File: src/rtl/shift_register_sequencer_if.sv
// Command and shift-unit bundle for shift_register_sequencer.
// The slave side is the sequencer; the master side is whoever issues commands and hosts the shift unit.
interface shift_register_sequencer_if #(
  parameter int WIDTH = 4,
  parameter int CNT_W = 3
);
  logic             start;
  logic [1:0]       op;
  logic [CNT_W-1:0] count;
  logic             rotate;
  logic             serialIn;
  logic [WIDTH-1:0] loadData;
  logic [WIDTH-1:0] shiftExit;
  logic             shiftSerialMsb;
  logic             shiftSerialLsb;
  logic [WIDTH-1:0] shiftData;
  logic [1:0]       shiftSelect;
  logic             shiftIr;
  logic             shiftIl;
  logic [WIDTH-1:0] q;
  logic             serialOut;
  logic             busy;
  logic             done;

  modport slave (
    input  start, op, count, rotate, serialIn, loadData,
    input  shiftExit, shiftSerialMsb, shiftSerialLsb,
    output shiftData, shiftSelect, shiftIr, shiftIl,
    output q, serialOut, busy, done
  );

  modport master (
    output start, op, count, rotate, serialIn, loadData,
    output shiftExit, shiftSerialMsb, shiftSerialLsb,
    input  shiftData, shiftSelect, shiftIr, shiftIl,
    input  q, serialOut, busy, done
  );
endinterface

File: src/rtl/shift_register_sequencer.sv
// Sequencer owning the register in front of a 4-bit combinational shift unit:
// runs load, clear and multi-step shift/rotate commands through start/busy/done.
module shift_register_sequencer #(
  parameter int WIDTH = 4,
  parameter int CNT_W = 3
) (
  input  logic                     clk,
  input  logic                     reset,
  shift_register_sequencer_if.slave bus
);

  typedef enum logic [1:0] {
    IDLE = 2'd0,
    RUN  = 2'd1,
    DONE = 2'd2
  } state_t;

  localparam logic [1:0] OP_LOAD  = 2'b00;
  localparam logic [1:0] OP_LEFT  = 2'b01;
  localparam logic [1:0] OP_RIGHT = 2'b10;
  localparam logic [1:0] OP_CLEAR = 2'b11;

  state_t           state_q, state_d;
  logic [WIDTH-1:0] data_q, data_d;
  logic [1:0]       op_q, op_d;
  logic             rotate_q, rotate_d;
  logic             serialOut_q, serialOut_d;
  logic [CNT_W-1:0] remaining_q, remaining_d;
  logic             inRun;

  always_ff @(posedge clk or posedge reset) begin
    if (reset) begin
      state_q     <= IDLE;
      data_q      <= '0;
      op_q        <= OP_LOAD;
      rotate_q    <= 1'b0;
      serialOut_q <= 1'b0;
      remaining_q <= '0;
    end else begin
      state_q     <= state_d;
      data_q      <= data_d;
      op_q        <= op_d;
      rotate_q    <= rotate_d;
      serialOut_q <= serialOut_d;
      remaining_q <= remaining_d;
    end
  end

  // Command latching happens only in IDLE; in RUN the register follows the shift unit
  // while op_q selects which serial bit is reported as shifted out.
  always_comb begin
    state_d     = state_q;
    data_d      = data_q;
    op_d        = op_q;
    rotate_d    = rotate_q;
    serialOut_d = serialOut_q;
    remaining_d = remaining_q;
    unique case (state_q)
      IDLE: begin
        if (bus.start) begin
          op_d     = bus.op;
          rotate_d = bus.rotate;
          unique case (bus.op)
            OP_LOAD: begin
              data_d  = bus.loadData;
              state_d = DONE;
            end
            OP_CLEAR: begin
              remaining_d = CNT_W'(1);
              state_d     = RUN;
            end
            default: begin
              if (bus.count != '0) begin
                remaining_d = bus.count;
                state_d     = RUN;
              end else begin
                state_d = DONE;
              end
            end
          endcase
        end
      end
      RUN: begin
        data_d      = bus.shiftExit;
        remaining_d = remaining_q - CNT_W'(1);
        if (op_q == OP_LEFT) begin
          serialOut_d = bus.shiftSerialMsb;
        end else if (op_q == OP_RIGHT) begin
          serialOut_d = bus.shiftSerialLsb;
        end
        if (remaining_q == CNT_W'(1)) begin
          state_d = DONE;
        end
      end
      DONE: begin
        state_d = IDLE;
      end
      default: begin
        state_d = IDLE;
      end
    endcase
  end

  assign inRun = (state_q == RUN);

  assign bus.shiftData   = data_q;
  assign bus.q           = data_q;
  assign bus.serialOut   = serialOut_q;
  assign bus.busy        = inRun;
  assign bus.done        = (state_q == DONE);
  assign bus.shiftSelect = inRun ? op_q : 2'b00;
  // Rotate feeds the bit leaving one end back into the other; otherwise serialIn is used live.
  assign bus.shiftIr     = (inRun && rotate_q) ? bus.shiftSerialMsb : bus.serialIn;
  assign bus.shiftIl     = (inRun && rotate_q) ? bus.shiftSerialLsb : bus.serialIn;

endmodule
File: src/flat_wrapper.sv
// flat-port wrapper written by rule: the top's interface ports become plain ports
module shift_register_sequencer_flat 
#(
  parameter int WIDTH = 4,
  parameter int CNT_W = 3
)
  (clk, reset, bus_start, bus_op, bus_count, bus_rotate, bus_serialIn, bus_loadData, bus_shiftExit, bus_shiftSerialMsb, bus_shiftSerialLsb, bus_shiftData, bus_shiftSelect, bus_shiftIr, bus_shiftIl, bus_q, bus_serialOut, bus_busy, bus_done);
  shift_register_sequencer_if #(.WIDTH(WIDTH), .CNT_W(CNT_W)) bus_i ();
  input  logic clk;
  input  logic reset;
  input wire logic [$bits(bus_i.start)-1:0] bus_start;
  input wire logic [$bits(bus_i.op)-1:0] bus_op;
  input wire logic [$bits(bus_i.count)-1:0] bus_count;
  input wire logic [$bits(bus_i.rotate)-1:0] bus_rotate;
  input wire logic [$bits(bus_i.serialIn)-1:0] bus_serialIn;
  input wire logic [$bits(bus_i.loadData)-1:0] bus_loadData;
  input wire logic [$bits(bus_i.shiftExit)-1:0] bus_shiftExit;
  input wire logic [$bits(bus_i.shiftSerialMsb)-1:0] bus_shiftSerialMsb;
  input wire logic [$bits(bus_i.shiftSerialLsb)-1:0] bus_shiftSerialLsb;
  output wire logic [$bits(bus_i.shiftData)-1:0] bus_shiftData;
  output wire logic [$bits(bus_i.shiftSelect)-1:0] bus_shiftSelect;
  output wire logic [$bits(bus_i.shiftIr)-1:0] bus_shiftIr;
  output wire logic [$bits(bus_i.shiftIl)-1:0] bus_shiftIl;
  output wire logic [$bits(bus_i.q)-1:0] bus_q;
  output wire logic [$bits(bus_i.serialOut)-1:0] bus_serialOut;
  output wire logic [$bits(bus_i.busy)-1:0] bus_busy;
  output wire logic [$bits(bus_i.done)-1:0] bus_done;
  assign bus_i.start = bus_start;
  assign bus_i.op = bus_op;
  assign bus_i.count = bus_count;
  assign bus_i.rotate = bus_rotate;
  assign bus_i.serialIn = bus_serialIn;
  assign bus_i.loadData = bus_loadData;
  assign bus_i.shiftExit = bus_shiftExit;
  assign bus_i.shiftSerialMsb = bus_shiftSerialMsb;
  assign bus_i.shiftSerialLsb = bus_shiftSerialLsb;
  assign bus_shiftData = bus_i.shiftData;
  assign bus_shiftSelect = bus_i.shiftSelect;
  assign bus_shiftIr = bus_i.shiftIr;
  assign bus_shiftIl = bus_i.shiftIl;
  assign bus_q = bus_i.q;
  assign bus_serialOut = bus_i.serialOut;
  assign bus_busy = bus_i.busy;
  assign bus_done = bus_i.done;
  shift_register_sequencer #(.WIDTH(WIDTH), .CNT_W(CNT_W)) u_core (.clk(clk), .reset(reset), .bus(bus_i));
endmodule
File: config.mk
export PLATFORM = sky130hd
export DESIGN_NAME = shift_register_sequencer_flat
export DESIGN_NICKNAME = d
export VERILOG_FILES = /design/src/rtl/shift_register_sequencer_if.sv /design/src/rtl/shift_register_sequencer.sv /design/src/flat_wrapper.sv
export SDC_FILE = /design/constraint.sdc
export NUM_CORES = 1
export LEC_CHECK = 0
export ABC_AREA = 1
export ABC_CLOCK_PERIOD_IN_PS = 1600
export CORE_MARGIN = 4
export CORE_UTILIZATION = 35
export DETAILED_ROUTE_END_ITERATION = 8
export PLACE_DENSITY_LB_ADDON = 0.25
export SYNTH_ARGS = -nofsm -noshare
export SYNTH_HDL_FRONTEND = slang
export SYNTH_SLANG_ARGS = --single-unit
File: constraint.sdc
create_clock -name clk -period 1.6 [get_ports clk]
set_clock_uncertainty 0.15 [all_clocks]
set_input_delay 0.24 -clock clk [delete_from_list [all_inputs] [get_ports clk]]
set_output_delay 0.24 -clock clk [all_outputs]
set_load 0.02 [all_outputs]
After elaboration in Yosys (flattened, before gate mapping) --
Index checks and enable logic that the tools add are counted.
Storage, ports and cells: bits in latches 0, output and inout bits 15, memories 0, memory bits (read-only) 0, input bits 20, bits in registers 13, memory bits (writable) 0, word-level logic and storage cells 46
Cells by class: reduce and logical (&&, ||, !) cells 11, shift operators 0, bitwise operators 0, div/mod/pow operators 0, multiplexer cells 17, eq/ne operators 11, multipliers 0, magnitude comparators 0, $add $sub $neg 1
Operator list (number):
- 3-bit case mux with 2 select lines | 2
- 2-bit two-way mux | 4
- 4-bit two-way mux | 2
- 2-bit inequality test, second input constant | 4
- 2-bit case mux with 2 select lines | 2
- 4-bit case mux with 2 select lines | 1
- 2-bit == test, second input constant | 3
- 3-bit two-way mux | 2
- 2-bit AND reduction | 3
- 2-bit by 1-bit == test with 1-bit output, second input constant | 2
- 2-bit zero test | 2
- 1-bit two-way mux | 4
- 4-bit AND reduction | 1
- 2-bit nonzero test | 2
- 3-bit by 1-bit == test with 1-bit output, second input constant | 1
- 3-bit by 2-bit inequality test with 1-bit output, second input constant | 1
- 3-bit AND reduction | 1
- 3-bit nonzero test | 1
- 3-bit by 1-bit subtractor with 3-bit output, second input constant | 1
- 1-bit logical AND | 1

Longest topological paths before layout --
Gate-level depths: netlist of run 1.
depth in word-level cells 5, depth in mapped cells 8, mapped depth without buffers 8

Worst setup path after synthesis of run 1 --
Ideal clock, no wire load.
kind reg-to-output, start point register u_core.state_q[1], end point output port bus_shiftIl, buffers on the path 0, cell stages (with the launch flop) 6, path slack -0.079 ns, data arrival time 1.289 ns, required time 1.210 ns, cells stage by stage dfrtp_1 -> inv_1 -> nand2_2 -> inv_2 -> nand2_1 -> o21ai_0
On the way: cells in the longest elaborated chain, start to end 3
Ends and longest elaborated chain:
- from (decl) | RTL line shift_register_sequencer.sv:23 | state_t state_q, state_d;
- from (signal assigned) | RTL line shift_register_sequencer.sv:40 | state_q <= state_d;
- 2-bit by 1-bit == test with 1-bit output | RTL line shift_register_sequencer.sv:104 | assign inRun = (state_q == RUN);
- net bus_busy | RTL line flat_wrapper.sv:26 | output wire logic [$bits(bus_i.busy)-1:0] bus_busy;
- 1-bit logical AND | RTL line shift_register_sequencer.sv:114 | assign bus.shiftIl = (inRun && rotate_q) ? bus.shiftSerialLsb : bus.serialIn;
- 1-bit two-way mux | RTL line shift_register_sequencer.sv:114
- to (decl) | RTL line flat_wrapper.sv:23 | output wire logic [$bits(bus_i.shiftIl)-1:0] bus_shiftIl;
The timed path passes the listed nets, and every way through them passes these cells.

Worst setup path after layout of run 1 --
start point register u_core.state_q[1], end point output port bus_shiftIl
On the way: cells in the longest elaborated chain, start to end 3
Ends and longest elaborated chain (RTL line):
- 2-bit by 1-bit == test with 1-bit output | shift_register_sequencer.sv:104
- 1-bit logical AND | shift_register_sequencer.sv:114
- 1-bit two-way mux | shift_register_sequencer.sv:114
No other way between the ends.

==> out/qor.yml, run 1 <==
antenna_found_initial: 0
endpoint_kind: "output pin"
irDropWorstVdd_v: 0.000888
h-tree-depth: 1
path_cells: "inv_2 > nand2_4 > inv_4 > nand2_4 > o21ai_4 > buf_6"
coreArea_sq_mm: 0.00230
rsz0062_at_grt: "yes"
synth_simple_gate_area_share_pct: 31.8
synthTopCellsByArea: "dfrtp_1 37%, nand2_1 21%, inv_1 8.6%"
synthAdderAreaFrac_pct: 7.16
status: "finished with violations"
drv_cap: 0
grt_overflow: 0
setup.worst_path.class: "reg -> out"
drt-total-wl_um: 2480
setup_viol: 2
drv_slew: 0
yosys.area.top_type_share_pct: 37.2
crit_top_cell: "nand2_4"
wl_per_cell_um: 12.0
setup_tns_ns: -0.0890
synth_top_family_by_area: "simple AND/OR/NAND/NOR gates"
grt_max_degree: 14
total_power_mw: 2.25
arrival_ns: 1.26
timing.fmax_mhz: 607
routed_via_density: 4.66
cts_root_buffer: "clkbuf_4"
utilization_pct: 61.1
dpl.hpwl_um: 1840
power_density_mw_per_mm2: 1610
clk_latency_ns: 0.29
hold_buffers: 0
grt_pass1_vias: 974
postRouteAntennaNets: 0
ys_ff_latch: 13
grt_util_all_layers_pct: 15.4
fin_nets: 205
tritoncts: "yes"
fp.dieH_um: 58.0
first_pass_iters: 4
synth-xor-area-share_pct: 0
fin_crit_sh_pct: 103
hold_viol: 0
cts_buffer_depth: 2
fin_crit_ns: 1.65
crit_fanout: 3
final_common_cell: "nand2_1"
die_w_um: 58.0
area_growth_pct: 60.6
ios: 35
dr.first_iter.drc_count: 49
critPathMaxStageDelay_ns: 0.41
rows: 17
post-place-ws_ns: -0.328
violations: "setup timing"
synth_seq_area_share_pct: 37.2
dpl.cell_count: 198
grt_pass1_wl_um: 4060
vias: 964
most-common-layout-cells: "45 x nand2_1, 19 x inv_1, 19 x clkdlybuf4s50_1"
setup_slack_ns: -0.0487
synth_compound_area_share_pct: 9.60
synth_mux_area_share_pct: 0
ys_warn_count: 0
die_area_sq_mm: 0.00336
tightest_slew_ns: 0.513
synth_area_sq_um: 873
synth_fp_nets: 155
syn_avg_cell_area_sq_um: 6.72
worstHoldPathType: "in -> async"
cts.sinks: 13
cts_made_buffers: 3
leakagePower_nw: 0.766
startpoint_type: "flip-flop"
required_ns: 1.21
start_util_pct: 38.0
reg2reg_depth: 7
slew_headroom_pct: 65.8
gp_congestion: 0.783
syn_inst: 130
ys_types: 16
yosysTopAreaCell: "dfrtp_1"
port_buffers: 34
drive_above_1_share_pct: 21.8
clk_pin_slew_worst_paths_ns: 0.10
stdcell_count: 207
drc: 0
crit_slowest_cell: "dfrtp_1"
diodes: 0
metrics by stage:
step / hold WS (ns) / instance area, sq um
3_5_place_dp: 0.339 / 1290
5_1_grt: 0.175 / 1400
4_1_cts: 0.145 / 1330
3_3_place_gp: 0.318 / 1290
2_1_floorplan: -0.0330 / 873
6_report: 0.122 / 1400
cell type report:
class	instances	area [sq um]
clock inverters	1	5.00
flip-flops and latches	13	325
fillers	213	895
clock buffers	3	22.5
well taps	28	35.0
multi-input cells	89	478
repair buffers	50	448
inverters	23	88.8
metal layers:
metal	vias to the layer above	GRT usage, %	share of wire [%]
met3	4	2.45	5.8
li1	497	-	-
met4	0	8.61	1.8
met5	-	0	0
met2	28	28.4	51
met1	435	16.6	41
final timing paths:
check | start | end | slack, ns
min in group clk | u_core.remaining_q[1] | u_core.remaining_q[1] | 0.36
setup reg to reg | u_core.state_q[1] | u_core.bus.serialOut | 0.11
setup / recovery | u_core.state_q[1] | bus_shiftIl | -0.05
hold reg to reg | u_core.remaining_q[1] | u_core.remaining_q[1] | 0.36
max in group asynchronous | reset | u_core.remaining_q[0] | 0.82
hold / removal | reset | u_core.bus.q[0] | 0.12
where the power goes:
group / switching (mW) / internal (mW)
Clock: 0.122 / 0.0928
Combinational: 0.815 / 0.622
Sequential: 0.119 / 0.483
flip-flops by register name, summed over array words and instances, names as in the netlist:
register	cells
u_core.remaining_q	3
u_core.bus.serialOut	1
u_core.rotate_q	1
u_core.op_q	2
u_core.state_q	2
u_core.bus.q	4
timing repair:
item / 4_1_cts / 5_1_grt
gates resized for setup: 40 / 17
pin swaps: 2 / 1
setup endpoints to repair: 15 / 5
cloned: 0 / 0
setup buffers: 3 / 2
worst max-delay path: cells and delay by family (launching register included):
family	cells	cell delay, ns
flops	1	0.41
buf+inv	3	0.28
compound gates	1	0.14
simple gates	2	0.13
cells in the mapped netlist:
cell type	count
o21ai_0	9
nand3_1	11
ha_1	5
dfrtp_1	13
o21a_1	1
o21ai_1	2
a21oi_1	1
inv_1	20
nand2_1	48
o211ai_1	1
a21oi_2	1
nor2_1	8
nand2_2	1
buf_4	5
nand4_1	1
inv_2	3
kinds of logic (layout without fill, tap and decap cells):
logic type	Yosys count	count (layout)
AOI/OAI and AO/OA	15	15
adders and majority gates	5	5
buffers and inverters	28	77
DFF	13	13
and+or+nand+nor	69	69
(Power assumes the default switching activity.)
==> run 2, diff against run 1 <==
- SLEW_MARGIN: default -> 25
==> results of run 2 <==
No change in the layout: final DEF, timing and power equal those of run 1.
